--- src/rtl/ps2_rx_fifo.sv ---
// ps2_rx_fifo
// Receives PS/2 keyboard frames (start, 8 data bits LSB first, odd parity,
// stop), validates them and queues accepted scan codes in a first-word
// fall-through FIFO.
//
// Ports:
//   clk        system clock
//   rest       synchronous, active-high reset
//   ps2_clk    PS/2 clock pin (asynchronous)
//   ps2_data   PS/2 data pin (asynchronous)
//   nextdata_n active-low pop request
//   data       scan code at the FIFO head (holds last value while empty)
//   ready      FIFO not empty
//   overflow   sticky: a good frame was dropped because the FIFO was full
//   frame_err  one-cycle pulse: frame rejected or aborted by timeout
module ps2_rx_fifo #(
  parameter int DEPTH   = 8,
  parameter int TIMEOUT = 5000
) (
  input  logic       clk,
  input  logic       rest,
  input  logic       ps2_clk,
  input  logic       ps2_data,
  input  logic       nextdata_n,
  output logic [7:0] data,
  output logic       ready,
  output logic       overflow,
  output logic       frame_err
);

  localparam int PTR_W = $clog2(DEPTH);
  localparam int CNT_W = PTR_W + 1;
  localparam int TO_W  = $clog2(TIMEOUT + 1);

  localparam logic [CNT_W-1:0] C_FULL    = CNT_W'(DEPTH);
  localparam logic [CNT_W-1:0] C_CNT_ONE = CNT_W'(1);
  localparam logic [PTR_W-1:0] C_PTR_ONE = PTR_W'(1);
  localparam logic [TO_W-1:0]  C_TO      = TO_W'(TIMEOUT);
  localparam logic [TO_W-1:0]  C_TO_ONE  = TO_W'(1);

  // Odd parity: data bits plus parity bit must hold an odd number of ones.
  function automatic logic odd_parity_ok(input logic [7:0] d, input logic p);
    return ^{d, p};
  endfunction

  logic [2:0]       r_clk_sync;
  logic [2:0]       r_dat_sync;
  logic [3:0]       r_bit_cnt;
  logic [9:0]       r_shift;
  logic [TO_W-1:0]  r_to_cnt;
  logic [7:0]       r_mem [DEPTH];
  logic [PTR_W-1:0] r_wptr;
  logic [PTR_W-1:0] r_rptr;
  logic [CNT_W-1:0] r_count;
  logic [7:0]       r_data;
  logic             r_ready;
  logic             r_overflow;
  logic             r_frame_err;

  logic             w_fall;
  logic             w_bit;
  logic             w_last;
  logic             w_frame_ok;
  logic             w_accept;
  logic             w_reject;
  logic             w_timeout;
  logic             w_full;
  logic             w_pop;
  logic             w_push;
  logic             w_drop;
  logic [7:0]       w_rx_byte;
  logic [PTR_W-1:0] w_next_rptr;
  logic [CNT_W-1:0] w_next_count;
  logic [7:0]       w_next_head;

  // Frame decode: stage [2] is the older synchronized sample, so 1->0 is a falling edge.
  assign w_fall     = (r_clk_sync[2:1] == 2'b10);
  assign w_bit      = r_dat_sync[2];
  assign w_last     = w_fall && (r_bit_cnt == 4'd10);
  // After bits 0..9 are shifted in: [0]=start, [8:1]=data, [9]=parity; w_bit is the stop bit.
  assign w_frame_ok = (r_shift[0] == 1'b0) && (w_bit == 1'b1) &&
                      odd_parity_ok(r_shift[8:1], r_shift[9]);
  assign w_accept   = w_last && w_frame_ok;
  assign w_reject   = w_last && !w_frame_ok;
  assign w_timeout  = (r_bit_cnt != 4'd0) && !w_fall && (r_to_cnt == C_TO);
  assign w_rx_byte  = r_shift[8:1];

  // A pop frees a slot in the same edge, so a full FIFO can still accept.
  assign w_full = (r_count == C_FULL);
  assign w_pop  = r_ready && !nextdata_n;
  assign w_push = w_accept && (!w_full || w_pop);
  assign w_drop = w_accept && w_full && !w_pop;

  // Synchronizers, bit counter, shift register and mid-frame timeout.
  always_ff @(posedge clk) begin
    if (rest) begin
      r_clk_sync <= 3'b111;
      r_dat_sync <= 3'b111;
      r_bit_cnt  <= 4'd0;
      r_shift    <= 10'd0;
      r_to_cnt   <= '0;
    end else begin
      r_clk_sync <= {r_clk_sync[1:0], ps2_clk};
      r_dat_sync <= {r_dat_sync[1:0], ps2_data};
      if (w_fall) begin
        r_to_cnt  <= '0;
        r_shift   <= {w_bit, r_shift[9:1]};
        r_bit_cnt <= (r_bit_cnt == 4'd10) ? 4'd0 : (r_bit_cnt + 4'd1);
      end else if (w_timeout) begin
        r_bit_cnt <= 4'd0;
        r_to_cnt  <= '0;
      end else if (r_bit_cnt == 4'd0) begin
        r_to_cnt  <= '0;
      end else begin
        r_to_cnt  <= r_to_cnt + C_TO_ONE;
      end
    end
  end

  // Error pulse for a bad frame or an aborted partial frame.
  always_ff @(posedge clk) begin
    if (rest) begin
      r_frame_err <= 1'b0;
    end else begin
      r_frame_err <= w_reject || w_timeout;
    end
  end

  // Next pointer/count and the head entry as it will look after this edge.
  always_comb begin
    w_next_rptr  = r_rptr;
    w_next_count = r_count;
    if (w_pop) begin
      w_next_rptr = r_rptr + C_PTR_ONE;
    end else begin
      w_next_rptr = r_rptr;
    end
    case ({w_push, w_pop})
      2'b10:   w_next_count = r_count + C_CNT_ONE;
      2'b01:   w_next_count = r_count - C_CNT_ONE;
      default: w_next_count = r_count;
    endcase
    // The new byte becomes the head only when it lands on the next read slot.
    if (w_push && (r_wptr == w_next_rptr)) begin
      w_next_head = w_rx_byte;
    end else begin
      w_next_head = r_mem[w_next_rptr];
    end
  end

  // FIFO storage write port.
  always_ff @(posedge clk) begin
    if (!rest && w_push) begin
      r_mem[r_wptr] <= w_rx_byte;
    end
  end

  // FIFO pointers, occupancy and registered status/data outputs.
  always_ff @(posedge clk) begin
    if (rest) begin
      r_wptr     <= '0;
      r_rptr     <= '0;
      r_count    <= '0;
      r_ready    <= 1'b0;
      r_data     <= 8'h00;
      r_overflow <= 1'b0;
    end else begin
      if (w_push) begin
        r_wptr <= r_wptr + C_PTR_ONE;
      end
      r_rptr  <= w_next_rptr;
      r_count <= w_next_count;
      r_ready <= (w_next_count != '0);
      // data keeps its last value once the FIFO drains.
      if (w_next_count != '0) begin
        r_data <= w_next_head;
      end
      if (w_drop) begin
        r_overflow <= 1'b1;
      end else if (w_pop) begin
        r_overflow <= 1'b0;
      end
    end
  end

  assign data      = r_data;
  assign ready     = r_ready;
  assign overflow  = r_overflow;
  assign frame_err = r_frame_err;

endmodule

--- config.mk ---
export PLATFORM = sky130hd
export DESIGN_NAME = ps2_rx_fifo
export DESIGN_NICKNAME = d
export VERILOG_FILES = /design/src/rtl/ps2_rx_fifo.sv
export SDC_FILE = /design/constraint.sdc
export NUM_CORES = 1
export LEC_CHECK = 0
export CAP_MARGIN = 25
export CORE_ASPECT_RATIO = 0.6
export CORE_MARGIN = 5
export CORE_UTILIZATION = 40
export DETAILED_ROUTE_END_ITERATION = 12
export MAX_ROUTING_LAYER = met4
export SYNTH_ARGS = -nofsm -noshare
export SYNTH_HDL_FRONTEND = slang
export SYNTH_SLANG_ARGS = --single-unit
--- constraint.sdc ---
create_clock -name clk -period 8.4 [get_ports clk]
set_input_delay 0.84 -clock clk [delete_from_list [all_inputs] [get_ports clk]]
set_output_delay 0.84 -clock clk [all_outputs]
set_load 0.02 [all_outputs]
# Word-level counts from Yosys, hierarchy flattened
# Memories as Yosys holds them, arrays and structs flattened. A register that Yosys moved wholly into a read port is not among the register bits.
# Index checks and enable logic that the tools add are counted.
# W data, S select, Z words.
# totals
ff_bits	46
ram_bits	64
inputBits	5
out_inout_bits	11
word_cells	61
memories	1
# mem_list
name	depth	width	read_ports	rd_clocked_by_memory_dff	write_ports	line	source
r_mem	8	8	1	1	1	51	logic [7:0] r_mem [DEPTH];
# classes
n_addsub	6
n_eq_ne	6
n_mux	9
bitwise	1
n_reduce_logical	27
# ops
cell	count
$add A13 B1 Y13 const B	1
$eq A13 B13 Y1 const B	1
$logic_and A1 B1 Y1	12
$mux W4	3
$reduce_xor A9 Y1	1
$add A4 B1 Y4 const B	2
$eq A4 B4 Y1 const B	2
$pmux W4 S2	1
$reduce_bool A4 Y1	2
$add A3 B1 Y3 const B	2
$logic_not A1 Y1	6
$eq A2 B2 Y1 const B	2
$logic_not A4 Y1	1
$mux W1	4
$reduce_bool A2 Y1	2
$reduce_or A4 Y1	1
$sub A4 B1 Y4 const B	1
$mux W3	1
$eq A2 B1 Y1 const B	1
$logic_or A1 B1 Y1	2
$not A1 Y1	1

# Depth between registers and ports, before layout
# depth
ltp_word	8
depth_mapped	14
depth_no_buf	13

# Least setup slack after synthesis
# Ideal clock, no wire load.
# synth_path
kind	register to register
start	reg r_shift[3]
end	reg r_data[0], in the netlist data[0] (read register of r_mem)
setup_ns	0.121
arrival_ns	3.541
t_required_ns	8.279
path_slack_ns	4.738
path_stages_with_launch	13
path_buffers	1
period_less_slack_ns	3.662
path_cell_list	dfxtp_1 xor2_1 xnor3_1 mux2i_1 buf_2 nand2_1 xnor2_1 ha_1 or3_1 mux2i_1 xor2_1 a2111oi_4 mux2_2
# synth_via
elab_chain_cells	7
word_cells_on_any_way	8
cone_classes	2 x eq/ne; 1 x mux; 5 x reduce/logical
# synth_lines
item	line	source
from (decl)	49	logic [9:0] r_shift;
from (signal assigned)	107	r_shift <= {w_bit, r_shift[9:1]};
$reduce_xor A9 Y1 *	43	return ^{d, p};
$logic_and A1 B1 Y1 *	81	assign w_frame_ok = (r_shift[0] == 1'b0) && (w_bit == 1'b1) &&
$logic_and A1 B1 Y1 *	83	assign w_accept = w_last && w_frame_ok;
$logic_and A1 B1 Y1 *	91	assign w_push = w_accept && (!w_full || w_pop);
$eq A2 B1 Y1 or $eq A2 B2 Y1 (tied branches)	138	case ({w_push, w_pop})
$pmux W4 S2 *	138	
$reduce_bool A4 Y1 *	175	if (w_next_count != '0) begin
to (decl)	55	logic [7:0] r_data;
# Every way passes the cells marked *; elsewhere a longest branch is shown, timed or not.
# A chain may end at the register's enable or synchronous reset.

# Worst setup path after layout
# layout_path
start	reg r_shift[1]
end	reg r_data[2], in the netlist data[2] (read register of r_mem)
# The elaborated chain is that of the path after synthesis.

==> summary.txt <==
Detailed routing
  – Routed wire length: approximately 11 mm
  – Routed wire per std cell: 16.9 µm
  – Drt via density: 5.12
  – Starting DRC count in detailed routing: roughly 260
  – Vias: between 3k and 4k
  – Final antenna-violating net count: 0
  – DRC Markers: 0
  – TritonRoute pass-1 iters: 5

CTS
  – Clk sinks: 118
  – Clock Tree Root: clkbuf_16
  – Hold-fix buffers, CTS: 0
  – Post-CTS setup buffer count: 0
  – H-tree Lvls: 4
  – CTS tree: done
  – Resized Gates After CTS: 0
  – CTS Buffer Depth: 2
  – Clock buffer count from CTS: 17
  – Worst-Skew Late Latency: 0.41 ns
  – Clk slew on worst S/H paths: roughly 0.050 ns

Floorplanning
  – Initial Util: 40.4%
  – Core Area: 12700 µm²
  – I/O pins: 16
  – Die area: 15300 µm²
  – Die H: between 90 and 100 µm
  – Rows: 32
  – Die Wd: 156 µm

Worst setup path
  – Reg-to-reg slack, setup: 4.27 ns
  – Critical Path AT: around 4.4 ns
  – Critical Path RT: 8.70 ns
  – Setup crit start kind: register
  – Type of destination of the critical path: register
  – Crit Path Max Fanout: 14
  – CP Class: register to register

Global routing
  – Largest net degree at the start of global routing: 50
  – GRT Residual Overflow: 0
  – Initial antenna violation count: 0
  – Vias in the first global route: 3135
  – GR Util All Layers: 15.5%
  – First-pass GRT wire length: 17.3 mm

Cells and area
  – Most frequent cells in the layout: 64 x edfxtp_1, 54 x dfxtp_1, 42 x nor2_1
  – Leading cell type in the layout, fill and taps excluded: edfxtp_1
  – Non-Filler Instances: ~640
  – Layout area overhead: 17.7%
  – Ant diodes: 0
  – Filler cells: 1138
  – Final #Nets: 472
  – Share of cells above drive strength 1: between 10% and 20%

Status
  – Status: finished clean

Power and ir drop
  – PnR Total Power: 0.00157 W
  – VDD IR max: 143 µV
  – Power per cell area: 260 nW/µm²
  – P_leak: around 2.1 nW

Flow run
  – MaxCap Viol Count: 0

STA
  – Max Slew Vio Count: 0
  – Final setup viols: 0
  – Tmin final: ~4.1 ns
  – RSZ-0062 raised after global routing: no
  – Skew final: roughly 0.007 ns
  – Tcrit/Tclk final: 49.2%
  – Worst-Margin Slew: 0.926 ns
  – Setup TNS: 0 ns
  – Endpoints failing hold: 0
  – Fmax: 242 MHz
  – Worst rel slew slack: 38.1%

Worst hold path
  – Hold Path Class: register to register

Synth
  – Syn avg cell area: around 12 µm²
  – Main combinational cell family by area after synthesis: simple AND/OR/NAND/NOR gates
  – Post-synthesis mux area share: 9.55%
  – Count of state elements after synthesis: roughly 120
  – Post-synthesis sequential area ratio: 58.3%
  – Adder-Cell Fraction of Synth Area: under 10%
  – Async SR Flop Fraction: 0%
  – Synth Area in XOR/XNOR: around 6.3%
  – Syn Nets: 452
  – Cells after Synth: 439
  – Synth warnings: 0
  – Compound-gate portion of the synthesized area: 6.83%
  – Dominant synthesized flop cell: edfxtp_1
  – Synthesized cell area: 5150 µm²
  – Synth cell types: 41
  – Number of flops mapped to enable cells by yosys: 64
  – Simple-gate share of the synthesized area: roughly 15%

Placed design
  – Post-detail-place hpwl: 7.11 mm
  – GPL Wtd Cong: roughly 0.78
  – Port Buffers: 15
  – Placed insts: 609
[stage by stage]
step / worst slack [ns] / cell area (µm²) / hold slack (ns) / util (%)
after detailed placement: 3.67 / 5470 / 0.403 / 42.9
final: 4.27 / 6060 / 0.413 / 47.6
after CTS: 4.08 / 6050 / 0.418 / 47.5
after global placement: 3.91 / 5460 / 0.394 / 42.9
after global routing: 4.01 / 6060 / 0.439 / 47.6
after floorplan: 4.74 / 5150 / 0.389 / -
[layer usage]
layer  GRT usage [%]  vias to the layer above  part of all wire (%)
li1                -                     1611                     -
met1            24.4                     1558                    53
met2            18.2                      106                    39
met3            4.87                       12                   6.7
met4            4.80                        0                   1.1
met5               -                        -                     0
[kinds of logic (layout without fill, tap and decap cells)]
logic type | Yosys count | after routing
AND/OR/NAND/NOR | 157 | 157
flip-flops | 118 | 118
AO/OA/AOI/OAI | 54 | 54
multiplexers | 45 | 45
XOR/XNOR | 32 | 32
buffers and inverters | 25 | 58
adder cells (fa/ha/maj) | 8 | 8
[synthesized netlist by cell type, types with 8 or more instances]
library cell  count  share of area [%]
edfxtp_1         64                 37
dfxtp_1          54                 21
nor2_1           42                3.1
nand2_1          39                2.8
mux2_2           33                7.2
a21oi_1          27                2.6
xnor2_1          15                2.6
xor2_1           14                2.4
clkbuf_1         13               0.95
mux2i_1          12                2.3
nor2b_1          12                1.5
or3_1            10                1.2
ha_1              8                1.9
nand3_1           8               0.78
o22ai_1           8               0.97
[registers in the layout, indices dropped and copies added, names as in the netlist]
register    flops
overflow        1
r_count         4
r_clk_sync      3
r_wptr          3
r_shift        10
r_dat_sync      3
data            8
frame_err       1
r_bit_cnt       4
r_rptr          3
r_to_cnt       13
ready           1
r_mem          64
[layout make-up]
cell class | count | area [µm²] | share of cell area, %
clock buffers | 25 | 549 | 9.07
clock inverters | 7 | 36.3 | 0.599
inverters | 6 | 22.5 | 0.372
multi-input cells | 296 | 2050 | 33.9
flip-flops and latches | 118 | 3000 | 49.6
well taps | 170 | 213 | 3.51
repair buffers | 20 | 180 | 2.97
[critical path: stages, from the launching register on]
cell	delay [ns]
dfxtp_1	0.70
xor3_1	0.48
nor4b_1	0.16
mux2i_1	0.18
buf_4	0.25
nand2_1	0.10
xnor2_1	0.18
ha_1	0.20
or3_1	0.34
mux2i_1	0.18
xor2_1	0.14
a2111oi_4	0.69
mux2_2	0.41
[power by group]
part / total (W) / switching, W / internal, W / leakage, nW
Combinational: 0.000236 / 0.000120 / 0.000116 / 0.790
Clock: 0.000693 / 0.000243 / 0.000450 / 0.298
Sequential: 0.000646 / 0.0000206 / 0.000626 / 1.03
[worst paths after layout]
| kind | start | endpoint | cells past startpoint |
|---|---|---|---|
| max | r_shift[1] | data[2] | 12 |
| max reg2reg | r_shift[1] | data[2] | 12 |
| min | r_clk_sync[0] | r_clk_sync[1] | 1 |
| min reg2reg | r_clk_sync[0] | r_clk_sync[1] | 1 |
(Power assumes the default switching activity.)
